===== src/rtl/jtcps1_sndlatch_if.sv =====
`default_nettype none
// ============================================================================
// Module   : jtcps1_sndlatch_if
// Brief    : Main-CPU write bus and sound-side latch signals of the CPS1
//            sound command latch block.
// Revision : 1.0 - initial release
// ============================================================================
interface jtcps1_sndlatch_if;
    logic       main_cs;
    logic       main_rnw;
    logic [1:0] main_dsn;
    logic [2:0] main_addr;
    logic [7:0] main_din;
    logic       snd_rd0;
    logic [7:0] snd_latch0;
    logic [7:0] snd_latch1;
    logic       pending;
    logic       full;
    logic       ovf;

    modport master (
        output main_cs, main_rnw, main_dsn, main_addr, main_din, snd_rd0,
        input  snd_latch0, snd_latch1, pending, full, ovf
    );

    modport slave (
        input  main_cs, main_rnw, main_dsn, main_addr, main_din, snd_rd0,
        output snd_latch0, snd_latch1, pending, full, ovf
    );
endinterface
`default_nettype wire


===== src/rtl/jtcps1_sndlatch.sv =====
`default_nettype none
// ============================================================================
// Module   : jtcps1_sndlatch
// Brief    : 68000-side writer for the CPS1 sound latches; latch 0 is queued
//            in a small FIFO, latch 1 is a plain register.
// Revision : 1.0 - initial release
// ============================================================================
module jtcps1_sndlatch #(
    parameter int AW = 3
) (
    input  wire logic         clk,
    input  wire logic         rst_n,
    jtcps1_sndlatch_if.slave  bus
);

    localparam int            c_depth    = 1 << AW;
    localparam logic [AW:0]   c_cnt_zero = '0;
    localparam logic [AW:0]   c_cnt_one  = (AW+1)'(1);
    localparam logic [AW:0]   c_cnt_full = (AW+1)'(c_depth);
    localparam logic [AW-1:0] c_ptr_one  = AW'(1);
    localparam logic [2:0]    c_addr_l0  = 3'b000;
    localparam logic [2:0]    c_addr_l1  = 3'b100;

    logic          r_wr_l;
    logic          r_rd_l;
    logic [AW:0]   r_count;
    logic [AW-1:0] r_rd_ptr;
    logic [AW-1:0] r_wr_ptr;
    logic [7:0]    r_mem [c_depth];
    logic [7:0]    r_latch0;
    logic [7:0]    r_latch1;
    logic          r_pending;
    logic          r_full;
    logic          r_ovf;

    logic          w_wr;
    logic          w_wr_edge;
    logic          w_push_req;
    logic          w_l1_write;
    logic          w_pop;
    logic          w_push;
    logic          w_drop;
    logic [AW:0]   w_count_nxt;
    logic [AW-1:0] w_rd_ptr_inc;
    logic [7:0]    w_latch0_nxt;
    logic          w_unused_dsn1;

    // Only the low byte lane carries latch data; the upper strobe is ignored.
    assign w_unused_dsn1 = bus.main_dsn[1];

    always_comb begin
        w_wr         = bus.main_cs & ~bus.main_rnw & ~bus.main_dsn[0];
        w_wr_edge    = w_wr & ~r_wr_l;
        w_push_req   = w_wr_edge & (bus.main_addr == c_addr_l0);
        w_l1_write   = w_wr_edge & (bus.main_addr == c_addr_l1);
        w_pop        = r_rd_l & ~bus.snd_rd0 & (r_count != c_cnt_zero);
        // A pop in the same cycle frees the slot the push needs when full.
        w_push       = w_push_req & ((r_count != c_cnt_full) | w_pop);
        w_drop       = w_push_req & (r_count == c_cnt_full) & ~w_pop;
        w_rd_ptr_inc = r_rd_ptr + c_ptr_one;
    end

    always_comb begin
        w_count_nxt = r_count;
        case ({w_push, w_pop})
            2'b10:   w_count_nxt = r_count + c_cnt_one;
            2'b01:   w_count_nxt = r_count - c_cnt_one;
            default: w_count_nxt = r_count;
        endcase
    end

    // The head register keeps its last value when the queue drains,
    // mimicking a real latch that the Z80 may read again.
    always_comb begin
        w_latch0_nxt = r_latch0;
        if (w_push && ((r_count == c_cnt_zero) ||
                       (w_pop && (r_count == c_cnt_one)))) begin
            w_latch0_nxt = bus.main_din;
        end else if (w_pop && (r_count > c_cnt_one)) begin
            w_latch0_nxt = r_mem[w_rd_ptr_inc];
        end
    end

    always_ff @(posedge clk or negedge rst_n) begin
        if (!rst_n) begin
            r_wr_l    <= 1'b0;
            r_rd_l    <= 1'b0;
            r_count   <= c_cnt_zero;
            r_rd_ptr  <= '0;
            r_wr_ptr  <= '0;
            r_latch0  <= 8'hFF;
            r_latch1  <= 8'h00;
            r_pending <= 1'b0;
            r_full    <= 1'b0;
            r_ovf     <= 1'b0;
        end else begin
            r_wr_l    <= w_wr;
            r_rd_l    <= bus.snd_rd0;
            r_count   <= w_count_nxt;
            r_latch0  <= w_latch0_nxt;
            r_pending <= (w_count_nxt != c_cnt_zero);
            r_full    <= (w_count_nxt == c_cnt_full);
            if (w_push) begin
                r_wr_ptr <= r_wr_ptr + c_ptr_one;
            end
            if (w_pop) begin
                r_rd_ptr <= w_rd_ptr_inc;
            end
            if (w_l1_write) begin
                r_latch1 <= bus.main_din;
            end
            if (w_drop) begin
                r_ovf <= 1'b1;
            end
        end
    end

    // Storage needs no reset: only slots covered by the count are ever read.
    always_ff @(posedge clk) begin
        if (w_push) begin
            r_mem[r_wr_ptr] <= bus.main_din;
        end
    end

    assign bus.snd_latch0 = r_latch0;
    assign bus.snd_latch1 = r_latch1;
    assign bus.pending    = r_pending;
    assign bus.full       = r_full;
    assign bus.ovf        = r_ovf;

endmodule
`default_nettype wire


===== src/flat_wrapper.sv =====
// flat-port wrapper written by rule: the top's interface ports become plain ports
module jtcps1_sndlatch_flat 
#(
    parameter int AW = 3
)
  (clk, rst_n, bus_main_cs, bus_main_rnw, bus_main_dsn, bus_main_addr, bus_main_din, bus_snd_rd0, bus_snd_latch0, bus_snd_latch1, bus_pending, bus_full, bus_ovf);
  jtcps1_sndlatch_if bus_i ();
  input  wire logic clk;
  input  wire logic rst_n;
  input wire logic [$bits(bus_i.main_cs)-1:0] bus_main_cs;
  input wire logic [$bits(bus_i.main_rnw)-1:0] bus_main_rnw;
  input wire logic [$bits(bus_i.main_dsn)-1:0] bus_main_dsn;
  input wire logic [$bits(bus_i.main_addr)-1:0] bus_main_addr;
  input wire logic [$bits(bus_i.main_din)-1:0] bus_main_din;
  input wire logic [$bits(bus_i.snd_rd0)-1:0] bus_snd_rd0;
  output wire logic [$bits(bus_i.snd_latch0)-1:0] bus_snd_latch0;
  output wire logic [$bits(bus_i.snd_latch1)-1:0] bus_snd_latch1;
  output wire logic [$bits(bus_i.pending)-1:0] bus_pending;
  output wire logic [$bits(bus_i.full)-1:0] bus_full;
  output wire logic [$bits(bus_i.ovf)-1:0] bus_ovf;
  assign bus_i.main_cs = bus_main_cs;
  assign bus_i.main_rnw = bus_main_rnw;
  assign bus_i.main_dsn = bus_main_dsn;
  assign bus_i.main_addr = bus_main_addr;
  assign bus_i.main_din = bus_main_din;
  assign bus_i.snd_rd0 = bus_snd_rd0;
  assign bus_snd_latch0 = bus_i.snd_latch0;
  assign bus_snd_latch1 = bus_i.snd_latch1;
  assign bus_pending = bus_i.pending;
  assign bus_full = bus_i.full;
  assign bus_ovf = bus_i.ovf;
  jtcps1_sndlatch #(.AW(AW)) u_core (.clk(clk), .rst_n(rst_n), .bus(bus_i));
endmodule

===== config.mk =====
export PLATFORM = sky130hd
export DESIGN_NAME = jtcps1_sndlatch_flat
export DESIGN_NICKNAME = d
export VERILOG_FILES = /design/src/rtl/jtcps1_sndlatch_if.sv /design/src/rtl/jtcps1_sndlatch.sv /design/src/flat_wrapper.sv
export SDC_FILE = /design/constraint.sdc
export NUM_CORES = 1
export LEC_CHECK = 0
export CORE_MARGIN = 4
export CORE_UTILIZATION = 45
export CTS_BUF_LIST = sky130_fd_sc_hd__clkbuf_4
export DETAILED_ROUTE_END_ITERATION = 8
export HOLD_SLACK_MARGIN = 0.06
export PLACE_DENSITY = 0.7
export SLEW_MARGIN = 10
export SYNTH_ARGS = -nofsm -noshare
export SYNTH_HDL_FRONTEND = slang
export SYNTH_SLANG_ARGS = --single-unit

===== constraint.sdc =====
create_clock -name clk -period 2.8 [get_ports clk]
set_input_delay 0.56 -clock clk [delete_from_list [all_inputs] [get_ports clk]]
set_output_delay 0.56 -clock clk [all_outputs]
set_load 0.005 [all_outputs]

# Word level (Yosys, flattened, before mapping)
# Memory sizes are Yosys's and may differ from the RTL's.
# Cells that the tools add are included.
# classes
n_reduce_logical	9
addsub	4
bitwise	16
n_eq_ne	7
n_lt_le_gt_ge	1
n_mux	5
# ops
cell	count
$mux 8	2
$and 1x1->1	10
$eq 4x4->1 const B	2
$pmux 4 s2	1
$reduce_bool 4->1	2
$add 3x1->3 const B	2
$not 1->1	5
$add 4x1->4 const B	1
$eq 4x1->1 const B	1
$gt 4x1->1 const B	1
$logic_not 4->1	1
$ne 4x4->1 const B	1
$sub 4x1->4 const B	1
$eq 3x3->1 const B	1
$logic_and 1x1->1	3
$logic_not 3->1	1
$eq 2x1->1 const B	1
$eq 2x2->1 const B	1
$mux 1	2
$reduce_bool 2->1	1
$logic_or 1x1->1	1
$or 1x1->1	1
# totals
regBits	31
ram_bits	64
out_inout_bits	19
mem_count	1
# memory_table
memory	depth	width	rd	rd_clocked_by_memory_dff	wr	line_no	text
u_core.r_mem	8	8	1	0	1	jtcps1_sndlatch.sv:29	logic [7:0] r_mem [c_depth];

# Longest topological paths before layout
# Gate-level depths: netlist of the first run.
# depth
word_depth	9
mapped_depth	8
depth_no_buf	7

# Worst setup path before layout of the first run
# Ideal clock, no wire load.
# synth_path
kind	input port to flip-flop
start	input bus_main_addr[1]
end	memory u_core.r_mem[0][0] (enable)
path_slack_ps	394
arrival_time_ps	2023
cell_stages	4
path_buffers	0
setup_time_ps	383
cell_sequence	nor4_4 nand2_4 or3_1 nor3_1
# synth_between
elab_chain_len	5
# synth_rtl
element	line_no	text
from (decl)	flat_wrapper.sv:13	input wire logic [$bits(bus_i.main_addr)-1:0] bus_main_addr;
$logic_not 3->1	jtcps1_sndlatch.sv:54	w_push_req = w_wr_edge & (bus.main_addr == c_addr_l0);
$and 1x1->1	jtcps1_sndlatch.sv:54	
$and 1x1->1	jtcps1_sndlatch.sv:58	w_push = w_push_req & ((r_count != c_cnt_full) | w_pop);
$mux 1	jtcps1_sndlatch.sv:120	if (w_push) begin
$mux 1 (implied by the code)	jtcps1_sndlatch.sv:121	r_mem[r_wr_ptr] <= bus.main_din;
to (decl)	jtcps1_sndlatch.sv:29	
# Every way passes these cells.

# Worst setup path in the final report of the first run
# layout_path
start	register u_core.r_count[0]
end	memory u_core.r_mem[2][2] (enable)
# layout_between
elab_chain_len	6
word_cells_on_any_way	7
# layout_rtl
element	line_no	text
from (decl)	jtcps1_sndlatch.sv:26	logic [AW:0] r_count;
from (signal assigned)	jtcps1_sndlatch.sv:88	r_count <= c_cnt_zero;
from (signal assigned)	jtcps1_sndlatch.sv:99	r_count <= w_count_nxt;
$reduce_bool 4->1	jtcps1_sndlatch.sv:56	w_pop = r_rd_l & ~bus.snd_rd0 & (r_count != c_cnt_zero);
$and 1x1->1	jtcps1_sndlatch.sv:56	
$or 1x1->1 (*)	jtcps1_sndlatch.sv:58	
$and 1x1->1 (*)	jtcps1_sndlatch.sv:58	
$mux 1 (*)	jtcps1_sndlatch.sv:120	
$mux 1 (implied by the code) (*)	jtcps1_sndlatch.sv:121	
# Every way passes the cells marked *; elsewhere a longest branch is shown, timed or not.

==> metrics.txt, run 1 <==
outcome completed; CP endpoint kind flop; vias in the first global route 2,378; Async S/R FF share, synth 0.326; total CTS buffers 9; Die Wd 102 um; Worst-Margin Slew 798 ps; Sw Share 0.335; top_reg_cell synth edfxtp_1; fin worst setup slack 514 ps; DR iter-0 viols 202; Crit-path slowest cell dfrtp_1; All-Layer GR Usage 0.169; share of post-route cells with drive strength above 1 0.248; number of gates resized after cts 0; first-pass GRT wire length 13.0 mm; Max Cap Violations 0; drt total wl 7.84 mm; syn_nets 263; Comb pwr share 0.368; Critical Path Stages 7; CP cell instances inv_1 -> ha_1 -> nand3b_1 -> nor2_1 -> or3_1 -> nor2_1 -> buf_4; Slew HR 0.466; Post-CTS Hold Buffers 0; commonest non-fill, non-tap cell in the layout edfxtp_1; Seq pwr share 0.456; vias per cell 5.55; Max Clock Skew 22.3 ps; Starting Density 0.472; GP Congestion 0.804; DR DRC count 0; worst r2r src u_core.r_count[0]$_DFF_PN0_; most frequent cells in the layout 64 x edfxtp_1, 35 x clkdlybuf4s50_1, 23 x nand2_1, 23 x dfrtp_1, 20 x buf_4; internal power 0.00266 W; # diodes 0; Synth Register Bits 95; initial antenna violation count 0; CP startpoint kind flop; CP max FO 9; Hold Vio Cnt, Final 0; Largest stage delay, worst path 520 ps; Clock Sinks 95; Worst Path Arrival 2430 ps; Syn. warnings 0; final worst-path cycle share 0.816; EDFF count, synth 64; RSZ-0062 raised after global routing no; final setup fails 0; site row count 33; Final nets 321; Clock Latency Late Sink 440 ps; Max Freq 437 MHz; IO Port Bufs 35; Antenna Nets Post-Route 0; Worst Setup SP u_core.r_count[0]$_DFF_PN0_; worst slack at placement 140 ps; syn_area_per_cell 16.5 um^2; post-DP HPWL 5.23 mm; Pins Over Slew Limit 0; Placed Area 4540 um^2; Worst Hold Class reg2reg; clock root cell clkbuf_4; fin area 4670 um^2; post-synthesis sequential area ratio 0.685; H-tree levels 3; Max VDD drop 0.311 mV; flop-to-flop setup slack 510 ps; Layout fillers 677; gate count after technology mapping 240; critical path endpoint u_core.r_mem[2][2]$_DFFE_PP_; TritonCTS clock tree built; total grt overflow 0; Core Footprint 8380 um^2; Die ar. 10,300 um^2; pin count of the biggest net entering global routing 32; setup repair bufs after CTS 0; Power Density 856 nW/um^2; crit path kind reg2reg; end of the worst register-to-register path u_core.r_mem[2][2]$_DFFE_PP_; drt pass-1 iters 4; clock tree buffer depth 2; DR vias 2,266; Ports 37; synthesized cell area 3950 um^2; setup TNS 0 ps; Final Util 0.558; kind of cell adding the most delay to the critical path simple AND/OR/NAND/NOR gates; Leak 1.69 nW; die height 102 um; r2r worst-path depth 7; Net Switching 0.00134 W; Routed wire per std cell 19.2 um; area grow syn2layout 18.3%; Synth cell types 37; clock slew at reported path FFs 160 ps; CP Buf/Inv Count 2; clock share of power 0.176; Worst EP required 2950 ps; cell repeated most along the worst path nor2_1; minimum clock period 2290 ps
flip-flops by register name (all words and copies together), names as in the netlist:
register / cells
u_core.r_mem: 64
u_core.bus.snd_latch0: 8
u_core.bus.snd_latch1: 8
u_core.r_count: 4
u_core.r_rd_ptr: 3
u_core.r_wr_ptr: 3
u_core.bus.full: 1
u_core.bus.ovf: 1
u_core.bus.pending: 1
u_core.r_rd_l: 1
u_core.r_wr_l: 1
routing by layer:
metal | routed length (um) | vias to the layer above | global-route usage | part of all wire
met5 | 0 | - | 0 | 0
li1 | - | 1044 | - | -
met4 | 88 | 0 | 0.0583 | 0.011
met3 | 454 | 8 | 0.0275 | 0.058
met2 | 3920 | 65 | 0.269 | 0.50
met1 | 3380 | 1149 | 0.238 | 0.43
worst register-to-register path: stages, from the launching register on:
cell and delay [ps]:
dfrtp_1 520, inv_1 120, ha_1 310, nand3b_1 180
nor2_1 90, or3_1 400, nor2_1 170, buf_4 220
worst min path at each step:
| stage | startpoint | to | slack, ps | depth (start not counted) |
|---|---|---|---|---|
| 6_report | u_core.bus.ovf$_DFFE_PN0P_ | u_core.bus.ovf$_DFFE_PN0P_ | 480 | 1 |
| 5_1_grt | rst_n | u_core.bus.snd_latch1[6]$_DFFE_PN0P_ | 510 | 2 |
| 4_1_cts | u_core.bus.ovf$_DFFE_PN0P_ | u_core.bus.ovf$_DFFE_PN0P_ | 490 | 1 |
| 3_5_place_dp | u_core.bus.ovf$_DFFE_PN0P_ | u_core.bus.ovf$_DFFE_PN0P_ | 450 | 1 |
| 3_3_place_gp | u_core.bus.ovf$_DFFE_PN0P_ | u_core.bus.ovf$_DFFE_PN0P_ | 450 | 1 |
| 2_1_floorplan | rst_n | u_core.bus.full$_DFF_PN0_ | 260 | 0 |
kinds of logic after synthesis:
kind of cell             Yosys count  share of synthesized area
multiplexers                      27                      0.123
AO/OA/AOI/OAI                     34                     0.0598
XOR/XNOR                           9                     0.0199
adder cells (fa/ha/maj)            5                     0.0158
flip-flops                        95                      0.685
buffers and inverters             11                     0.0136
AND/OR/NAND/NOR                   59                     0.0833
power groups by stage:
stage	registers (W)	logic, W	clock network (W)
2_1_floorplan	0.00181	0.00101	0
3_3_place_gp	0.00185	0.00146	0
3_5_place_dp	0.00186	0.00150	0
4_1_cts	0.00183	0.00150	0.000724
5_1_grt	0.00185	0.00162	0.000781
6_report	0.00182	0.00147	0.000705
synth_stat cells (5+ instances only):
library cell | instances | area [um^2]
nor2_1 | 10 | 37.5
ha_1 | 5 | 62.6
xnor2_1 | 6 | 52.6
a221o_1 | 9 | 90.1
dfrtp_1 | 23 | 576
nor3_1 | 6 | 30.0
dfstp_2 | 8 | 210
a21oi_1 | 12 | 60.1
mux2_2 | 11 | 124
o21ai_0 | 5 | 25.0
mux4_2 | 16 | 360
edfxtp_1 | 64 | 1920
nand2_1 | 23 | 86.3
through the flow:
| stage | cells | hold slack, ps | power (W) |
|---|---|---|---|
| final | 408 | 485 | 0.00400 |
| after CTS | 408 | 492 | 0.00405 |
| after detailed placement | 392 | 453 | 0.00336 |
| after global routing | 408 | 514 | 0.00425 |
| after global placement | 392 | 453 | 0.00331 |
| after floorplan | 240 | 264 | 0.00282 |
area by class of cell:
type                       instances  area [um^2]  share of cell area
clock buffer                       9         67.6              0.0145
inverter                           3         11.3             0.00241
clock inverter                     7         65.1              0.0139
sequential                        95         2710               0.579
timing repair buffer              55          500               0.107
tap                              105          131              0.0281
multi-input combinational        134         1190               0.255
Note: power is estimated with default switching activity, not from simulation.
==> run 2: changes to the inputs <==
==> constraint.sdc (replaced) <==
create_clock -name clk -period 2.3 [get_ports clk]
set_input_delay 0.46 -clock clk [delete_from_list [all_inputs] [get_ports clk]]
set_output_delay 0.46 -clock clk [all_outputs]
set_load 0.005 [all_outputs]
==> metrics.txt, run 2 (synthesis results as in run 1) <==
outcome completed; clock tree buffer depth 2; initial antenna violation count 0; vias in the first global route 2,515; Max VDD drop 0.484 mV; total CTS buffers 9; final worst-path cycle share 0.940; area grow syn2layout 21.8%; Worst EP required 2610 ps; Worst Path Arrival 2470 ps; Largest stage delay, worst path 450 ps; drt pass-1 iters 4; CP cell instances inv_1 -> ha_1 -> nor2b_1 -> o21ai_1 -> mux2_2 -> a311o_1 -> nor3b_1; Worst-Margin Slew 953 ps; kind of cell adding the most delay to the critical path compound AO/OA/AOI/OAI gates; die height 102 um; DR DRC count 0; Crit-path slowest cell dfrtp_1; most frequent cells in the layout 64 x edfxtp_1, 35 x clkdlybuf4s50_1, 33 x buf_4, 23 x nand2_1, 23 x dfrtp_1; fin worst setup slack 138 ps; minimum clock period 2160 ps; Routed wire per std cell 19.8 um; commonest non-fill, non-tap cell in the layout edfxtp_1; CP startpoint kind flop; Power Density 1050 nW/um^2; dpl cells 406; crit path kind reg2reg; fin area 4810 um^2; pin count of the biggest net entering global routing 32; Clock Sinks 95; Post-CTS Hold Buffers 0; CP max FO 9; IO Port Bufs 35; final setup fails 0; Finished Layout Cells 422; Max Clock Skew 15.5 ps; CP Buf/Inv Count 1; Core Footprint 8380 um^2; max reg flops 64; share of post-route cells with drive strength above 1 0.290; Antenna Nets Post-Route 0; worst hold slack 427 ps; # diodes 0; first-pass GRT wire length 13.5 mm; Biggest register u_core.r_mem; Hold Vio Cnt, Final 0; vias per cell 5.53; Die Wd 102 um; Slew HR 0.360; Worst Hold Class in2async; CP endpoint kind flop; Leak 1.77 nW; clock root cell clkbuf_4; Max Freq 462 MHz; post-DP HPWL 5.58 mm; worst slack at placement -214 ps; total grt overflow 0; Starting Density 0.472; DR iter-0 viols 146; Ports 37; DR vias 2,333; Max Cap Violations 0; Die ar. 10,300 um^2; GP Congestion 0.883; Pins Over Slew Limit 0; drt total wl 8.36 mm; Final Power 0.00504 W; Final nets 335; clock slew at reported path FFs 150 ps; All-Layer GR Usage 0.177; Placed Area 4660 um^2; Clock Latency Late Sink 430 ps; H-tree levels 3; site row count 33; RSZ-0062 raised after global routing no; TritonCTS clock tree built
## run 2: metal layers
layer  share of wire  wire, um  vias to the layer above  GRT usage
met1            0.44      3640                     1202      0.247
met3           0.057       473                        2     0.0317
li1                -         -                     1067          -
met4          0.0042        35                        0     0.0634
met2            0.50      4210                       62      0.282
met5               0         0                        -          0
## run 2: layout make-up
type / count / area, um^2
clock inverter: 6 / 68.8
inverter: 3 / 11.3
multi-input combinational: 134 / 1200
sequential: 95 / 2710
timing repair buffer: 69 / 618
tap: 105 / 131
clock buffer: 10 / 75.1
fill: 651 / 3570
## run 2: repair_timing
item | 4_1_cts | 5_1_grt
resized for setup | 0 | 1
setup buffers | 0 | 0
endpoints found under the setup margin | 0 | 3
## run 2: path summary, 6_finish.rpt
path | depth (start not counted) | start | endpoint | slack, ps
setup reg to reg | 7 | u_core.r_count[1]$_DFF_PN0_ | u_core.bus.full$_DFF_PN0_ | 140
setup / recovery | 7 | u_core.r_count[1]$_DFF_PN0_ | u_core.bus.full$_DFF_PN0_ | 140
min in group clk | 1 | u_core.bus.ovf$_DFFE_PN0P_ | u_core.bus.ovf$_DFFE_PN0P_ | 500
hold / removal | 2 | rst_n | u_core.bus.snd_latch1[0]$_DFFE_PN0P_ | 430
hold reg to reg | 1 | u_core.bus.ovf$_DFFE_PN0P_ | u_core.bus.ovf$_DFFE_PN0P_ | 500
max in group asynchronous | 2 | rst_n | u_core.bus.snd_latch0[2]$_DFFE_PN1P_ | 1510
## run 2: report_power, final
part / switching, W / internal [W]
sequential: 0.000164 / 0.00205
clock: 0.000559 / 0.000350
combinational: 0.000924 / 0.000994
total: 0.00165 / 0.00340
## run 2: stage by stage
step                      setup TNS, ps   util
final                                 0  0.574
after global placement            -6730  0.557
after detailed placement          -9260  0.557
after floorplan                       0      -
after CTS                             0  0.574
after global routing                  0  0.574
## run 2: worst reg2reg max path, stage by stage, from the launching register on
cell     delay, ps
dfrtp_1        450
inv_1          130
ha_1           320
nor2b_1        180
o21ai_1        100
mux2_2         330
a311o_1        400
nor3b_1        150
